`src/rtl/mem_arbiter_pkg.sv`:
```
// Shared definitions for the two-port cache-to-memory arbiter:
// default widths, FSM state encoding and the round-robin pick helper.
package mem_arbiter_pkg;

  localparam int ADDR_W_DEF = 28;
  localparam int DATA_W_DEF = 128;

  typedef enum logic [1:0] {
    IDLE    = 2'b00,
    GRANT_I = 2'b01,
    GRANT_D = 2'b10
  } arb_state_e;

  // On a tie the port that did not win last time gets the grant.
  function automatic arb_state_e arb_pick(input logic i_req, input logic d_req, input logic last_d);
    arb_state_e pick;
    if (i_req && d_req) begin
      pick = last_d ? GRANT_I : GRANT_D;
    end else if (d_req) begin
      pick = GRANT_D;
    end else if (i_req) begin
      pick = GRANT_I;
    end else begin
      pick = IDLE;
    end
    return pick;
  endfunction

endpackage

```
`src/rtl/mem_arbiter_rdata_hold.sv`:
```
// Per-port read-data hold register with a same-cycle bypass of memory data
// while that port's ready pulse is high.
module arb_rdata_hold
  import mem_arbiter_pkg::*;
#(
  parameter int DATA_W = DATA_W_DEF
) (
  input  logic              clk,
  input  logic              rst_n,
  input  logic              capture_i,
  input  logic              bypass_i,
  input  logic [DATA_W-1:0] mem_rdata_i,
  output logic [DATA_W-1:0] rdata_o
);

  logic [DATA_W-1:0] hold_d;
  logic [DATA_W-1:0] hold_q;

  // Next hold value: only a completed read replaces it.
  always_comb begin
    hold_d = hold_q;
    if (capture_i) begin
      hold_d = mem_rdata_i;
    end else begin
      hold_d = hold_q;
    end
  end

  // Hold register.
  always_ff @(posedge clk or negedge rst_n) begin
    if (!rst_n) begin
      hold_q <= {DATA_W{1'b0}};
    end else begin
      hold_q <= hold_d;
    end
  end

  assign rdata_o = bypass_i ? mem_rdata_i : hold_q;

endmodule

```
`src/rtl/mem_arbiter.sv`:
```
// Round-robin arbiter sharing one block-memory port between the instruction
// cache (read only) and the data cache (read / write-back).
module mem_arbiter
  import mem_arbiter_pkg::*;
#(
  parameter int ADDR_W = ADDR_W_DEF,
  parameter int DATA_W = DATA_W_DEF
) (
  input  logic              clk,
  input  logic              proc_reset_n,
  input  logic              i_mem_read,
  input  logic [ADDR_W-1:0] i_mem_addr,
  output logic [DATA_W-1:0] i_mem_rdata,
  output logic              i_mem_ready,
  input  logic              d_mem_read,
  input  logic              d_mem_write,
  input  logic [ADDR_W-1:0] d_mem_addr,
  input  logic [DATA_W-1:0] d_mem_wdata,
  output logic [DATA_W-1:0] d_mem_rdata,
  output logic              d_mem_ready,
  output logic              mem_read,
  output logic              mem_write,
  output logic [ADDR_W-1:0] mem_addr,
  output logic [DATA_W-1:0] mem_wdata,
  input  logic [DATA_W-1:0] mem_rdata,
  input  logic              mem_ready
);

  arb_state_e state_d, state_q;
  logic       last_d_d, last_d_q;
  logic       i_req, d_req;
  logic       i_capture, d_capture;

  assign i_req = i_mem_read;
  assign d_req = d_mem_read | d_mem_write;

  // Grant FSM and memory-side muxing; a dropped request aborts the grant.
  always_comb begin
    state_d     = state_q;
    last_d_d    = last_d_q;
    mem_read    = 1'b0;
    mem_write   = 1'b0;
    mem_addr    = {ADDR_W{1'b0}};
    mem_wdata   = {DATA_W{1'b0}};
    i_mem_ready = 1'b0;
    d_mem_ready = 1'b0;
    case (state_q)
      IDLE: begin
        state_d = arb_pick(i_req, d_req, last_d_q);
      end
      GRANT_I: begin
        mem_read    = i_mem_read;
        mem_addr    = i_mem_addr;
        i_mem_ready = mem_ready;
        if (mem_ready) begin
          state_d  = IDLE;
          last_d_d = 1'b0;
        end else if (!i_req) begin
          state_d = IDLE;
        end else begin
          state_d = GRANT_I;
        end
      end
      GRANT_D: begin
        // A write-back wins when the data cache raises both commands.
        mem_write   = d_mem_write;
        mem_read    = d_mem_read & ~d_mem_write;
        mem_addr    = d_mem_addr;
        mem_wdata   = d_mem_wdata;
        d_mem_ready = mem_ready;
        if (mem_ready) begin
          state_d  = IDLE;
          last_d_d = 1'b1;
        end else if (!d_req) begin
          state_d = IDLE;
        end else begin
          state_d = GRANT_D;
        end
      end
      default: begin
        state_d = IDLE;
      end
    endcase
  end

  // State and round-robin flag.
  always_ff @(posedge clk or negedge proc_reset_n) begin
    if (!proc_reset_n) begin
      state_q  <= IDLE;
      last_d_q <= 1'b0;
    end else begin
      state_q  <= state_d;
      last_d_q <= last_d_d;
    end
  end

  assign i_capture = (state_q == GRANT_I) && mem_ready && i_mem_read;
  assign d_capture = (state_q == GRANT_D) && mem_ready && d_mem_read && !d_mem_write;

  arb_rdata_hold #(.DATA_W(DATA_W)) u_hold_i (
    .clk         (clk),
    .rst_n       (proc_reset_n),
    .capture_i   (i_capture),
    .bypass_i    (i_mem_ready),
    .mem_rdata_i (mem_rdata),
    .rdata_o     (i_mem_rdata)
  );

  arb_rdata_hold #(.DATA_W(DATA_W)) u_hold_d (
    .clk         (clk),
    .rst_n       (proc_reset_n),
    .capture_i   (d_capture),
    .bypass_i    (d_mem_ready),
    .mem_rdata_i (mem_rdata),
    .rdata_o     (d_mem_rdata)
  );

endmodule

```
`config.mk`:
```
export PLATFORM = sky130hd
export DESIGN_NAME = mem_arbiter
export DESIGN_NICKNAME = d
export VERILOG_FILES = /design/src/rtl/mem_arbiter_pkg.sv /design/src/rtl/mem_arbiter_rdata_hold.sv /design/src/rtl/mem_arbiter.sv
export SDC_FILE = /design/constraint.sdc
export NUM_CORES = 1
export LEC_CHECK = 0
export CORE_AREA = 2 2 290 292
export CTS_CLUSTER_SIZE = 30
export DETAILED_ROUTE_END_ITERATION = 8
export DIE_AREA = 0 0 292 294
export PLACE_DENSITY = 0.47
export SLEW_MARGIN = 10
export SYNTH_ARGS = -nofsm -noshare
export SYNTH_HDL_FRONTEND = slang
export SYNTH_SLANG_ARGS = --single-unit
export TNS_END_PERCENT = 30
```
`constraint.sdc`:
```
create_clock -name clk -period 2.69 [get_ports clk]
set_input_delay 0.538 -clock clk [delete_from_list [all_inputs] [get_ports clk]]
set_output_delay 0.538 -clock clk [all_outputs]
set_load 0.02 [all_outputs]
```
* After elaboration in Yosys (flattened, before gate mapping)
Index checks and enable logic that the tools add are counted.
** Storage, ports and cells
- Flip-flop bits (word level) :: 259
- Input bits :: 318
- Output and inout port bits :: 416
** Cells by class
- Equality and inequality tests :: 4
- Multiplexer cells :: 19
- Bitwise operators :: 3
- Reductions and logical operators :: 10
** Operators with widths (count)
- $mux W128 :: 3
- $pmux W28 S2 :: 1
- $mux W2 :: 5
- $mux W1 :: 7
- $logic_and A1 B1 Y1 :: 6
- $pmux W2 S3 :: 1
- $ne A2 B2 Y1 const B :: 2
- $pmux W1 S2 :: 2
- $reduce_and A3 Y1 :: 1
- $eq A2 B1 Y1 const B :: 1
- $eq A2 B2 Y1 const B :: 1
- $logic_not A2 Y1 :: 1
- $reduce_bool A2 Y1 :: 1
- $and A1 B1 Y1 :: 1
- $logic_not A1 Y1 :: 1
- $not A1 Y1 :: 1
- $or A1 B1 Y1 :: 1

* Longest topological paths before layout
- Depth in word-level cells :: 4
- Depth in mapped cells :: 8
- Gate-level depth less buffers :: 4

* Cells and area by module
From an unflattened synthesis, not the netlist that was laid out.
** Second synthesis, totals
- Cell total of the unflattened synthesis :: 1060
- Area, all modules :: 14447.6 sq um
** Modules (own cells, without submodules)
- arb_rdata_hold :: instances 2, cells each 412, area each 6441.2 sq um, sequential area each 3203.1 sq um
- mem_arbiter :: instances 1, cells each 236, area each 1565.3 sq um, sequential area each 75.1 sq um

* Worst setup path before layout
No wires, ideal clock.
- Path type :: register to output
- Start point :: register state_q[0]
- End point :: output port d_mem_rdata[119]
- Arrival :: 1606 ps
- Path slack :: 546 ps
- Cell stages (with the launch flop) :: 8
- Path buffers :: 3
- Cell sequence :: dfrtp_1 > inv_1 > ha_1 > buf_6 > and2_1 > buf_2 > buf_2 > mux2_2
** On the way
- Cells in the longest elaborated chain, start to end :: 3
** RTL lines
- from (decl) :: RTL line mem_arbiter.sv:29 : arb_state_e state_d, state_q;
- from (signal assigned) :: RTL line mem_arbiter.sv:92 : state_q <= state_d;
- $eq A2 B2 Y1 :: RTL line mem_arbiter.sv:47 : case (state_q)
- $mux W1 :: RTL line mem_arbiter.sv:47
- named net d_mem_ready :: RTL line mem_arbiter.sv:20 : output logic d_mem_ready,
- $mux W128 :: RTL line mem_arbiter_rdata_hold.sv:38 : assign rdata_o = bypass_i ? mem_rdata_i : hold_q;
- to (decl) :: RTL line mem_arbiter.sv:19 : output logic [DATA_W-1:0] d_mem_rdata,
The timed path passes the listed nets, and every way through them passes these cells.

* Final worst setup path
- Start point :: input port mem_ready
- End point :: output port d_mem_rdata[109]
** On the way
- Cells in the longest elaborated chain, start to end :: 2
** RTL lines
- from (decl) :: RTL line mem_arbiter.sv:26 : input logic mem_ready
- $mux W1 :: RTL line mem_arbiter.sv:47
- $mux W128 :: RTL line mem_arbiter_rdata_hold.sv:38
Every way passes these cells.

==> key figures <==
Run status
  • Status: finished with violations
  • Failing checks: setup timing

Synth
  • Largest family of logic cells by synthesized area: multiplexers
  • XOR/XNOR Fraction of Synth Area: 0%
  • Netlist cell types: 24
  • Avg Cell Area, Syn: 13.67 sq um
  • Net Count, Synth: 1383
  • Post-Syn Instances: 1061
  • Simple-gate share of the synthesized area: 7.211%
  • Yosys reg bits: 259
  • Yosys warning total: 0
  • Sequential share of the synthesized area: 44.68%
  • Adder and majority gate portion of the synthesized area: 0.3450%
  • Synth Cell Area: 14510 sq um
  • Mux contribution to synthesized area: 42.33%
  • Post-synthesis compound-gate area fraction: 1.734%

Die
  • IO Pins: 734
  • Horiz. Die Dim: 292 um
  • Die Y: 294 um
  • Num rows: 106
  • Initial Util: 17.50%
  • Total core area: 82890 sq um
  • Die area: 85850 sq um

Placed design
  • PortBufs: 733
  • GP Congestion: 0.8263
  • Placed Area: 23940 sq um
  • HPWL after DPL: 56.80 mm

Timing
  • Final Hold Vio Count: 0
  • Skew final: 0.01013 ns
  • Period utilisation layout: 108.3%
  • Worst-margin pin slew: 0.5552 ns
  • Max frequency: 343.1 MHz
  • Fin worst setup slack: -0.2244 ns
  • Max Slew Vio Count: 0
  • Worst slew margin: 62.98%
  • Endpoints failing setup: 304
  • Final min period: 2.914 ns
  • Setup repair after global routing missed its margin: true

Critical path
  • Crit path required time: 2.15 ns
  • Crit path launch type: input port
  • Critical path class: in -> out
  • Critical path arrival: 2.38 ns
  • Crit-path max FO: 9
  • Critical path capture point type: output port

Global routing
  • GRT Total Usage: 16.04%
  • GRT overflow: 0
  • Global-route wire length before repair: 98.04 mm
  • Vias in the first global route: 12916
  • Initial antenna violation count: 6
  • Largest net degree at the start of global routing: 80

Final layout
  • Layout net count: 2177
  • Fill count: 8515
  • Post-route cell area: 25010 sq um
  • Share of cells above drive strength 1: 47.37%
  • Reg area: 6481 sq um
  • Area of the multi-input gates: 7571 sq um
  • Fin util: 30.18%
  • Area growth syn-to-layout: 72.43%

Clock network
  • Clk buf depth: 3
  • Clock slew at reported path FFs: 0.06 ns
  • Root Buffer: clkbuf_16
  • CTS Buf Count: 34
  • Clock sink count: 259
  • CTS tree: yes
  • H-Tree Depth: 2
  • Clock Latency Late Sink: 0.53 ns

Detailed routing
  • Vias per cell: 4.008
  • TritonRoute pass-1 iters: 4
  • Drt total wl: 71.36 mm
  • Initial DRC count: 307
  • DRC: 0
  • WL per Instance: 24.10 um
  • Via count: 11867
  • Number of routed nets with antenna violations: 0

Power
  • Pwr/cell area: 1154 nW/um^2
  • Leak: 0.01132 uW
  • Design Power: 28880 uW
  • Worst vdd ir: 0.0005806 V

Flow run
  • MaxCap Viol Count: 0

Hold path
  • Worst Hold Class: in -> async
synthesized netlist by cell type:
library cell	count	area, sq um
nand3_1	1	5.000
a211oi_1	1	7.510
and2_1	130	813.3
buf_4	3	22.52
mux2_4	100	1501
nand2_1	3	11.26
clkbuf_1	23	86.33
a21bo_2	1	10.01
nand2b_1	2	12.51
nand3b_1	1	7.510
mux2_2	412	4639
buf_2	33	165.2
a21boi_0	1	7.510
a22oi_1	28	210.2
nor2_1	1	3.750
dfrtp_1	259	6481
nor2b_1	28	175.2
a21o_1	1	7.510
a311oi_1	1	8.760
nand4b_1	1	8.760
inv_1	4	15.01
or3b_2	1	8.760
ha_1	4	50.05
buf_6	22	247.7
flip-flops by register name, indices dropped and copies added, names as in the netlist:
signal           count
u_hold_d.hold_q    128
u_hold_i.hold_q    128
state_q              2
last_d_q             1
per-stage QoR:
stage	hold slack [ns]	worst slack, ns	instances	setup TNS [ns]
2_1_floorplan	0.2424	0.5455	1061	0
3_3_place_gp	0.4531	-0.4954	2870	-100.59
3_5_place_dp	0.4559	-0.4879	2870	-97.79
4_1_cts	0.4552	-0.2958	2943	-67.02
5_1_grt	0.4859	-0.3361	2960	-72.99
6_report	0.4831	-0.2244	2961	-39.01
final timing paths:
kind | from | endpoint | slack, ns | cells past startpoint
max in group asynchronous | proc_reset_n | u_hold_d.hold_q[27] | 1.33 | 4
max | mem_ready | d_mem_rdata[109] | -0.22 | 7
min | proc_reset_n | u_hold_d.hold_q[78] | 0.48 | 2
max reg2reg | state_q[1] | u_hold_d.hold_q[101] | 0.60 | 6
min in group clk | u_hold_i.hold_q[24] | u_hold_i.hold_q[24] | 0.50 | 1
min reg2reg | u_hold_i.hold_q[24] | u_hold_i.hold_q[24] | 0.50 | 1
final cells by class:
type / count / share of cell area [%]
clock inverter: 13 / 0.5803
clock buffer: 47 / 3.877
sequential: 259 / 25.91
inverter: 4 / 0.06003
multi-input combinational: 717 / 30.27
timing repair buffer: 839 / 33.88
tap: 1080 / 5.402
antenna: 2 / 0.02001
report_power, final:
part           switching, uW  internal [uW]  total [uW]
clock                   1860           2730        4590
sequential               990           5810        6800
combinational           8720           8770       17500
critical path, cell delays in order:
cell and delay [ns]:
clkdlybuf4s50_1 0.46, buf_4 0.17, and2_4 0.19, buf_12 0.20, clkbuf_16 0.19, mux2_4 0.29, dlygate4sd2_1 0.32
per-layer routing:
metal | GRT usage [%] | up-vias | share of wire, %
met2 | 32.05 | 446 | 56
li1 | - | 5378 | -
met5 | 0 | - | 0.018
met1 | 15.22 | 5941 | 33
met4 | 7.631 | 2 | 5.3
met3 | 3.746 | 100 | 5.6
placed cells by master (no fill, tap or decap), types with 2 or more instances in the layout:
cell type,instances
mux2_2,407
clkdlybuf4s50_1,340
dfrtp_1,259
dlygate4sd2_1,173
and2_1,129
mux2_4,105
buf_4,98
buf_12,64
buf_2,55
clkbuf_16,38
buf_6,30
clkbuf_2,28
a22oi_1,27
nor2b_1,26
clkdlybuf4s15_2,20
clkbuf_8,7
clkdlybuf4s15_1,7
clkbuf_1,6
buf_16,6
dlymetal6s2s_1,6
buf_8,5
clkinv_2,4
inv_1,3
clkinvlp_4,3
diode_2,2
nand2b_1,2
nand2_1,2
ha_2,2
inv_6,2
bufinv_16,2
bufbuf_16,2
repair_timing:
| item | CTS | global route |
|---|---|---|
| pin swaps | 2 | 0 |
| endpoints found under the setup margin | 372 | 366 |
| setup buffers | 8 | 12 |
| hold buffers | 1 | 0 |
| gates cloned | 4 | 4 |
| hold endpoints to repair | 34 | 0 |
| gates resized for setup | 667 | 176 |
cells by family after synthesis:
| family | Yosys count |
|---|---|
| multiplexers | 512 |
| flip-flops | 259 |
| AND/OR/NAND/NOR | 168 |
| buffers and inverters | 85 |
| AO/OA/AOI/OAI | 33 |
| adder cells (fa/ha/maj) | 4 |
No activity file was read; power rests on OpenSTA's default activity.
